File: src/rtl/adpll_pkg.sv
// Shared definitions for the ADPLL configuration host: command encodings,
// sequencer states and programming-port field widths.
package adpll_pkg;

    localparam int unsigned PARAM_W = 3;
    localparam int unsigned VALUE_W = 5;

    localparam logic [1:0] OP_WRITE = 2'b00;
    localparam logic [1:0] OP_RD0   = 2'b01;
    localparam logic [1:0] OP_CLR   = 2'b10;
    localparam logic [1:0] OP_RD1   = 2'b11;

    typedef enum logic [2:0] {
        StIdle,
        StSetup,
        StStrobe,
        StHold,
        StSettle,
        StResp
    } state_e;

endpackage

File: src/rtl/adpll_cfg_host.sv
// Host-side sequencer for the ADPLL programming port: turns write/clear/readback
// commands into pgm/clr strobes or a settled readback, one response per command.
module adpll_cfg_host
    import adpll_pkg::*;
#(
    parameter int unsigned PGM_CYCLES = 2,
    parameter int unsigned SETTLE     = 4
) (
    input  logic               clk_i,
    input  logic               rst_ni,
    input  logic               req_valid_i,
    output logic               req_ready_o,
    input  logic [1:0]         req_op_i,
    input  logic [PARAM_W-1:0] req_param_i,
    input  logic [VALUE_W-1:0] req_value_i,
    output logic               rsp_valid_o,
    input  logic               rsp_ready_i,
    output logic [VALUE_W:0]   rsp_data_o,
    output logic [PARAM_W-1:0] param_sel_o,
    output logic [VALUE_W-1:0] pgm_value_o,
    output logic               pgm_o,
    output logic               clr_o,
    output logic               out_sel_o,
    input  logic [VALUE_W-1:0] dout_i,
    input  logic               sign_i
);

    localparam int unsigned CntMax = (PGM_CYCLES > SETTLE) ? PGM_CYCLES : SETTLE;
    localparam int unsigned CntW   = (CntMax > 1) ? $clog2(CntMax) : 1;
    localparam logic [CntW-1:0] PgmLoad    = CntW'(PGM_CYCLES - 1);
    localparam logic [CntW-1:0] SettleLoad = CntW'(SETTLE - 1);

    state_e             state_q, state_d;
    logic [CntW-1:0]    cnt_q, cnt_d;
    logic [1:0]         op_q, op_d;
    logic               req_ready_q, req_ready_d;
    logic               rsp_valid_q, rsp_valid_d;
    logic [VALUE_W:0]   rsp_data_q, rsp_data_d;
    logic [PARAM_W-1:0] param_sel_q, param_sel_d;
    logic [VALUE_W-1:0] pgm_value_q, pgm_value_d;
    logic               pgm_q, pgm_d;
    logic               clr_q, clr_d;
    logic               out_sel_q, out_sel_d;

    // req_ready_q is low in the first cycle after reset even though state is idle.
    logic req_hs;
    assign req_hs = req_valid_i & req_ready_q;

    always_comb begin
        state_d     = state_q;
        cnt_d       = cnt_q;
        op_d        = op_q;
        rsp_data_d  = rsp_data_q;
        param_sel_d = param_sel_q;
        pgm_value_d = pgm_value_q;
        out_sel_d   = out_sel_q;

        unique case (state_q)
            StIdle: begin
                if (req_hs) begin
                    op_d    = req_op_i;
                    state_d = StSetup;
                    // Port fields are loaded at the handshake so they are valid during setup.
                    if (req_op_i == OP_WRITE) begin
                        param_sel_d = req_param_i;
                        pgm_value_d = req_value_i;
                    end else if (req_op_i[0]) begin
                        out_sel_d = req_op_i[1];
                    end
                end
            end
            StSetup: begin
                if (op_q[0]) begin
                    cnt_d   = SettleLoad;
                    state_d = StSettle;
                end else begin
                    cnt_d   = PgmLoad;
                    state_d = StStrobe;
                end
            end
            StStrobe: begin
                if (cnt_q == '0) begin
                    state_d = StHold;
                end else begin
                    cnt_d = cnt_q - 1'b1;
                end
            end
            StHold: begin
                rsp_data_d = '0;
                state_d    = StResp;
            end
            StSettle: begin
                if (cnt_q == '0) begin
                    rsp_data_d = {sign_i, dout_i};
                    state_d    = StResp;
                end else begin
                    cnt_d = cnt_q - 1'b1;
                end
            end
            StResp: begin
                if (rsp_ready_i) begin
                    state_d = StIdle;
                end
            end
            default: state_d = StIdle;
        endcase

        req_ready_d = (state_d == StIdle);
        rsp_valid_d = (state_d == StResp);
        pgm_d       = (state_d == StStrobe) && (op_q == OP_WRITE);
        clr_d       = (state_d == StStrobe) && (op_q == OP_CLR);
    end

    always_ff @(posedge clk_i or negedge rst_ni) begin
        if (!rst_ni) begin
            state_q     <= StIdle;
            cnt_q       <= '0;
            op_q        <= OP_WRITE;
            req_ready_q <= 1'b0;
            rsp_valid_q <= 1'b0;
            rsp_data_q  <= '0;
            param_sel_q <= '0;
            pgm_value_q <= '0;
            pgm_q       <= 1'b0;
            clr_q       <= 1'b0;
            out_sel_q   <= 1'b0;
        end else begin
            state_q     <= state_d;
            cnt_q       <= cnt_d;
            op_q        <= op_d;
            req_ready_q <= req_ready_d;
            rsp_valid_q <= rsp_valid_d;
            rsp_data_q  <= rsp_data_d;
            param_sel_q <= param_sel_d;
            pgm_value_q <= pgm_value_d;
            pgm_q       <= pgm_d;
            clr_q       <= clr_d;
            out_sel_q   <= out_sel_d;
        end
    end

    assign req_ready_o = req_ready_q;
    assign rsp_valid_o = rsp_valid_q;
    assign rsp_data_o  = rsp_data_q;
    assign param_sel_o = param_sel_q;
    assign pgm_value_o = pgm_value_q;
    assign pgm_o       = pgm_q;
    assign clr_o       = clr_q;
    assign out_sel_o   = out_sel_q;

endmodule

File: config.mk
export PLATFORM = sky130hd
export DESIGN_NAME = adpll_cfg_host
export DESIGN_NICKNAME = d
export VERILOG_FILES = /design/src/rtl/adpll_pkg.sv /design/src/rtl/adpll_cfg_host.sv
export SDC_FILE = /design/constraint.sdc
export NUM_CORES = 1
export LEC_CHECK = 0
export ABC_AREA = 0
export CAP_MARGIN = 10
export CORE_MARGIN = 2
export CORE_UTILIZATION = 45
export DETAILED_ROUTE_END_ITERATION = 10
export PLACE_DENSITY = 0.89
export SYNTH_ARGS = -nofsm -noshare
export SYNTH_HDL_FRONTEND = slang
export SYNTH_SLANG_ARGS = --single-unit
File: constraint.sdc
create_clock -name clk_i -period 1.98 [get_ports clk_i]
set_clock_uncertainty 0.15 [all_clocks]
set_input_delay 0.396 -clock clk_i [delete_from_list [all_inputs] [get_ports clk_i]]
set_output_delay 0.396 -clock clk_i [all_outputs]
set_load 0.05 [all_outputs]
# == Word-level counts from Yosys, hierarchy flattened ==
# Index checks and enable logic that the tools add are counted.
# word_totals
register_bits,26
input_bits,20
memories,0
rom_bits,0
wordCells,50
ramBits,0
latch_bits,0
# classes
muxes,11
reduce_logical,15
addsub,1
n_shift,0
order_cmp,0
bitwise,2
div_mod_pow,0
eq_ne,10
mul,0
# ops
cell,count
$pmux 3 s6,1
$mux 3,5
$pmux 6 s2,1
$eq 3x2->1 const B,3
$eq 3x3->1 const B,3
$logic_not 2->1,3
$logic_not 3->1,2
$mux 6,1
$reduce_and 2->1,3
$mux 2,2
$ne 2x2->1 const B,2
$pmux 2 s2,1
$reduce_and 4->1,1
$reduce_bool 2->1,2
$eq 3x1->1 const B,1
$reduce_and 3->1,1
$eq 2x2->1 const B,1
$logic_and 1x1->1,2
$reduce_or 2->1,1
$sub 2x1->2 const B,1
$and 1x1->1,1
$not 1->1,1

# == Longest topological paths before layout ==
# Gate-level depths: netlist of the first run.
# logic_depth
ltp_word,5
ltp_mapped,5

# == Least setup slack after synthesis of the first run ==
# No wires, ideal clock.
# synth_path
path_kind,reg-to-reg
start,register req_ready_q (netlist: req_ready_o)
end,register param_sel_q[0] (netlist: param_sel_o[0])
period_less_slack_ps,1993
path_slack_ps,-13
required_time_ps,1705
t_arrival_ps,1718
path_buffers,1
path_stages_with_launch,5
cell_sequence,dfrtp_1 -> nand2_1 -> or4b_1 -> buf_6 -> mux2_4
# synth_via
elab_chain_cells,2
# synth_rtl
element,line,source
start: declaration,adpll_cfg_host.sv:36,"logic req_ready_q, req_ready_d;"
start signal: assignment,adpll_cfg_host.sv:131,req_ready_q <= req_ready_d;
$and 1x1->1,adpll_cfg_host.sv:47,assign req_hs = req_valid_i & req_ready_q;
$reduce_and 3->1 (no source line),--,
end signal: assignment,adpll_cfg_host.sv:134,param_sel_q <= param_sel_d;
end: declaration,adpll_cfg_host.sv:39,"logic [PARAM_W-1:0] param_sel_q, param_sel_d;"
# Every way passes these cells.
# A chain may end at the register's enable or synchronous reset.

# == Worst setup path in the final report of the first run ==
# layout_path
start,input req_valid_i
end,register param_sel_q[0] (netlist: param_sel_o[0])
# layout_via
elab_chain_cells,2
# layout_rtl
element,line,source
start: declaration,adpll_cfg_host.sv:11,"input logic req_valid_i,"
$and 1x1->1,adpll_cfg_host.sv:47,
$reduce_and 3->1 (no source line),--,
# Every way passes these cells.

==> results of run 1 <==
[state kept, by name, indices dropped and copies added, names as in the netlist]
| register | flops |
|---|---|
| pgm_o | 1 |
| pgm_value_o | 5 |
| clr_o | 1 |
| rsp_valid_o | 1 |
| out_sel_o | 1 |
| state_q | 3 |
| param_sel_o | 3 |
| cnt_q | 2 |
| op_q | 2 |
| req_ready_o | 1 |
| rsp_data_o | 6 |
[kinds of logic after synthesis]
logic type	count (synthesis)
and+or+nand+nor	46
DFF	26
AOI/OAI and AO/OA	20
muxes	12
buffers and inverters	11
xor gates and xnor gates	1
adders and majority gates	1
[Yosys cell counts]
library cell  number
a211o_1            1
a21oi_1            8
a22o_1             1
a31oi_1            1
a32oi_1            1
buf_6              2
clkbuf_1           4
dfrtp_1           26
ha_1               1
inv_1              5
mux2_2             2
mux2_4             8
mux2i_1            2
nand2_1            6
nand2b_1           1
nand4_1            1
nand4bb_1          1
nor2_1            18
nor2b_1            5
nor3_1             9
nor3_2             1
nor3b_1            2
o21a_1             1
o21ai_0            6
o32a_1             1
or3_1              1
or4b_1             1
xnor2_1            1
[critical path: stages]
cell             delay [ns]
clkdlybuf4s50_1        0.48
nand2_1                0.07
or4b_1                 0.45
buf_4                  0.20
mux2_4                 0.31
[cells in the final DEF, fill, tap and decap left out, types with 2 or more instances in the layout]
cell / netlist / routed
buf_4: 0 / 27
clkdlybuf4s50_1: 0 / 19
mux2_2: 2 / 2
nor3_1: 9 / 9
nor2_1: 18 / 18
mux2i_1: 2 / 2
o21ai_0: 6 / 6
clkbuf_4: 0 / 3
mux2_4: 8 / 8
inv_1: 5 / 5
dfrtp_1: 26 / 25
nor3b_1: 2 / 2
nand2_1: 6 / 6
nor2b_1: 5 / 5
a21oi_1: 8 / 8
[power groups by stage]
stage	combinational, uW	clock (uW)	sequential (uW)
2_1_floorplan	680	0	1530
3_3_place_gp	1750	0	921
3_5_place_dp	1810	0	938
4_1_cts	1820	239	923
5_1_grt	1910	256	951
6_report	1810	237	923
[per-stage QoR]
stage	setup WS (ns)	power, uW
after global placement	-0.180	2680
after CTS	0.136	2980
after detailed placement	-0.212	2750
final	0.134	2970
after global routing	0.0797	3120
after floorplan	0.138	2210
[metal layers]
metal | routed length [um] | share of wire (%) | GRT usage (%) | vias to the layer above
li1 | - | - | - | 496
met1 | 1120 | 42 | 20.3 | 495
met2 | 1370 | 51 | 30.6 | 37
met3 | 141 | 5.3 | 3.23 | 6
met4 | 45 | 1.7 | 9.18 | 0
met5 | 0 | 0 | 0 | -
[final timing paths]
check                       startpoint             end  slack [ns]  cells after the start
setup / recovery           req_valid_i  param_sel_o[0]        0.13                      5
hold / removal                  rst_ni  pgm_value_o[2]        0.26                      2
setup reg to reg            state_q[2]  param_sel_o[0]        0.15                      4
hold reg to reg                op_q[1]           pgm_o        0.34                      1
max in group asynchronous       rst_ni   rsp_data_o[1]        1.16                      2
min in group clk_i             op_q[1]           pgm_o        0.34                      1
[cell type report]
type                    instances  area, sq um  share of cell area (%)
multi-input cells              80          536                    32.2
repair buffers                 46          393                    23.6
inverters                       5         18.8                    1.13
well taps                      31         38.8                    2.33
clock buffers                   4         26.3                    1.58
flip-flops and latches         26          652                    39.2
==> qor.csv, run 1 <==
metric;value;unit
status;complete, no violations;
Internal;1540;uW
Synth Area in Compound Gates;9.67;%
Vert. Die Dim;56.5;um
sequential share of power;31.0;%
RSZ-0062 raised after global routing;no;
Pleak;0.000801;uW
Arr. time, crit path;1.91;ns
Final Net Count;183;
max-cap viol count;0;
initial antenna violation count;0;
Worst-Margin Slew;0.331;ns
first-pass GRT wire length;4420;um
register area share after synthesis;52.4;%
pin count of the biggest net entering global routing;27;
DR iter-0 viols;38;
Final Slew Violations;0;
Mapped Avg Cell Area;10.6;sq um
DP Area;1640;sq um
endpoints failing setup;0;
worst skew pair latency;0.32;ns
Simple-Gate Fraction of Synth Area;18.6;%
Max IR drop VDD;1360;uV
TNS Setup;0;ns
die width;56.5;um
startpoint types;input port;
Cells after DPL;188;
CTS tree;done;
Resize count post-CTS;0;
hold_ws;0.260;ns
#FFs+latches synth;26;
area of the mapped netlist;1240;sq um
Post-Layout Inst Area;1660;sq um
Post-Synth Adder-Cell Area;1.01;%
power density over the cells;1790;nW/um^2
Net Count, Synth;138;
Clock Path Buffers;2;
top post-synthesis cells by area;dfrtp_1 (52%), mux2_4 (9.7%), nor2_1 (5.4%);
DIE AREA;3200;sq um
Synth Instances;117;
row count;19;
htree depth;1;
Clk pwr share;8.0;%
grt ovf;0;
Post-CTS Setup Bufs;0;
DRT Pass-1 Iters;4;
CTS clock-pin slew for the worst setup and hold paths;0.15;ns
main combinational cell family by area after synthesis;simple AND/OR/NAND/NOR gates;
synth warn;0;
Critical Path RT;2.04;ns
placer congestion estimate;0.776;
Via Count;1034;
I/O Buffers;38;
# IOs;39;
fin crit period;1.85;ns
share of layout cells above drive strength 1;26.1;%
Layout Utilization;61.9;%
Area Overhead vs Synth;33.9;%
initial core utilization;46.3;%
WL/cell;13.9;um
number of global-route vias before repair;1018;
mux cell area share after synthesis;13.1;%
share of the synthesized area in the top cell type;52.4;%
Critical Setup Path Class;in -> reg;
CP endpoint kind;flip-flop;
CP max FO;8;
Fin. Hold Viols;0;
ANT cells;0;
Cell Count, Final, Fillers Out;192;
Worst slew margin;78.0;%
Comb power frac;61.0;%
final worst path period share;93.2;%
ANT nets after route;0;
GRT Total Usage;17.6;%
Detail Placement HPWL;1980;um
Post-CTS Hold Fix Bufs;0;
switch share;48.2;%
Hold Crit Class;in -> async;
top cell type by total area after synthesis;dfrtp_1;
max frequency;542;MHz
Synth Area in XOR/XNOR;0.705;%
core area;2690;sq um
Layout fillers;207;
count of different cell masters after synthesis;28;
Num CTS Buffers;3;
mean number of vias per cell;5.39;
clock sink count;26;
root buf cell;clkbuf_4;
switching power;1430;uW
DRC errors left;0;
total wire length;2670;um
Note: power is estimated with default switching activity, not from simulation.
==> run 2: changes to the inputs <==
--- a/config.mk
+++ b/config.mk
@@ -5,12 +5,12 @@
 export SDC_FILE = /design/constraint.sdc
 export NUM_CORES = 1
 export LEC_CHECK = 0
-export ABC_AREA = 0
 export CAP_MARGIN = 10
-export CORE_MARGIN = 2
+export CORE_MARGIN = 4
 export CORE_UTILIZATION = 45
 export DETAILED_ROUTE_END_ITERATION = 10
 export PLACE_DENSITY = 0.89
 export SYNTH_ARGS = -nofsm -noshare
 export SYNTH_HDL_FRONTEND = slang
 export SYNTH_SLANG_ARGS = --single-unit
+export TNS_END_PERCENT = 5
==> run 2 against run 1 <==
Sequential power barely moved. Worst hold slack got worse by 0.0046 ns. First-iteration DRC count rose by 58%. Global-route usage fell by 1.2 points. Fmax fell by 3.4%. Final area rose by 1.5%.
==> qor.csv, run 2 (synthesized netlist as in run 1, its figures left out) <==
metric;value;unit
status;complete, no violations;
Hold Crit Class;in -> async;
final worst path period share;96.5;%
Max IR drop VDD;1360;uV
WL/cell;15.4;um
Resize count post-CTS;0;
Clk pwr share;11.8;%
Layout fillers;202;
core area;2540;sq um
endpoints failing setup;0;
crit path from;req_valid_i;
hold_ws;0.256;ns
DIE AREA;3670;sq um
Fin. Hold Viols;0;
first-pass GRT wire length;4510;um
max-cap viol count;0;
Internal;1670;uW
mean number of vias per cell;5.37;
Post-Layout Inst Area;1690;sq um
placer congestion estimate;0.746;
DP Area;1640;sq um
sequential share of power;29.5;%
Clock Path Buffers;2;
die width;60.5;um
switch share;46.7;%
worst skew pair latency;0.33;ns
Critical Setup Path Class;in -> reg;
pin count of the biggest net entering global routing;27;
max frequency;524;MHz
initial antenna violation count;0;
Final Net Count;183;
GRT Total Usage;16.4;%
max FFs per register;6;
CP max stage delay;0.51;ns
Comb power frac;58.6;%
Detail Placement HPWL;2190;um
most frequent cells in the layout;buf_4 (27), dfrtp_1 (25), clkdlybuf4s50_1 (19);
reg2reg end;param_sel_o[1];
power density over the cells;1850;nW/um^2
CP max stage cell;clkdlybuf4s50_1;
Pleak;0.000814;uW
Cells after DPL;187;
Final Slew Violations;0;
Critical Path, Cell by Cell;clkdlybuf4s50_1, nand2_1, or4b_1, buf_4, mux2_4;
CP endpoint kind;flip-flop;
CP max FO;8;
root buf cell;clkbuf_4;
crit path buf inv count;2;
Area Overhead vs Synth;36.0;%
share of layout cells above drive strength 1;26.7;%
row count;18;
fin crit period;1.91;ns
RR Startpoint;state_q[2];
grt ovf;0;
DR iter-0 viols;60;
DRT Pass-1 Iters;4;
clock sink count;26;
Worst slew margin;76.9;%
Cell Count, Final, Fillers Out;191;
switching power;1460;uW
# IOs;39;
Critical Path RT;2.05;ns
total wire length;2950;um
initial core utilization;48.8;%
CTS clock-pin slew for the worst setup and hold paths;0.15;ns
RSZ-0062 raised after global routing;no;
Via Count;1025;
Post-CTS Setup Bufs;0;
Vert. Die Dim;60.5;um
Worst-Margin Slew;0.342;ns
TNS Setup;0;ns
CTS tree;done;
number of global-route vias before repair;1007;
ANT cells;0;
I/O Buffers;38;
cell family with most CP delay;buffers and inverters;
ANT nets after route;0;
Num CTS Buffers;3;
Post-CTS Hold Fix Bufs;0;
most common cell after layout, fill and taps aside;buf_4;
DRC errors left;0;
FF-to-FF path depth;4;
startpoint types;input port;
Arr. time, crit path;1.98;ns
register-to-register setup slack;0.10;ns
htree depth;1;
Final Power;3130;uW
==> run 2: stage by stage <==
step	utilization (%)	worst slack, ns
6_report	66.4	0.0701
3_5_place_dp	64.3	-0.271
2_1_floorplan	-	0.138
4_1_cts	66.4	0.0798
5_1_grt	66.4	0.0423
3_3_place_gp	64.3	-0.182
==> run 2: how the worst max path moves through the flow <==
| stage | to | slack (ns) | cells past startpoint |
|---|---|---|---|
| CTS | param_sel_o[1] | 0.08 | 5 |
| detailed placement | param_sel_o[1] | -0.27 | 5 |
| floorplan | param_sel_o[0] | 0.14 | 4 |
| finish | param_sel_o[1] | 0.07 | 5 |
| global route | param_sel_o[1] | 0.04 | 4 |
| global placement | param_sel_o[1] | -0.18 | 5 |
==> run 2: cell type report <==
type | instances | area, sq um | share of cell area [%]
Clock inverter | 1 | 30.0 | 1.78
Tap cell | 30 | 37.5 | 2.22
Clock buffer | 3 | 22.5 | 1.33
Inverter | 5 | 18.8 | 1.11
Timing Repair Buffer | 46 | 393 | 23.3
Multi-Input combinational cell | 80 | 536 | 31.7
Sequential cell | 26 | 652 | 38.6
==> run 2: power groups by stage <==
stage / sequential, uW / combinational [uW] / clock (uW)
finish: 923 / 1830 / 370
global route: 949 / 1950 / 401
CTS: 924 / 1830 / 373
detailed placement: 938 / 1820 / 0
global placement: 922 / 1760 / 0
floorplan: 1530 / 680 / 0
==> run 2: routing by layer <==
layer  GRT usage (%)  part of all wire, %
met1            20.2                   43
met2            27.2                   48
met3            4.47                  7.0
met4            6.81                  1.9
met5               0                    0
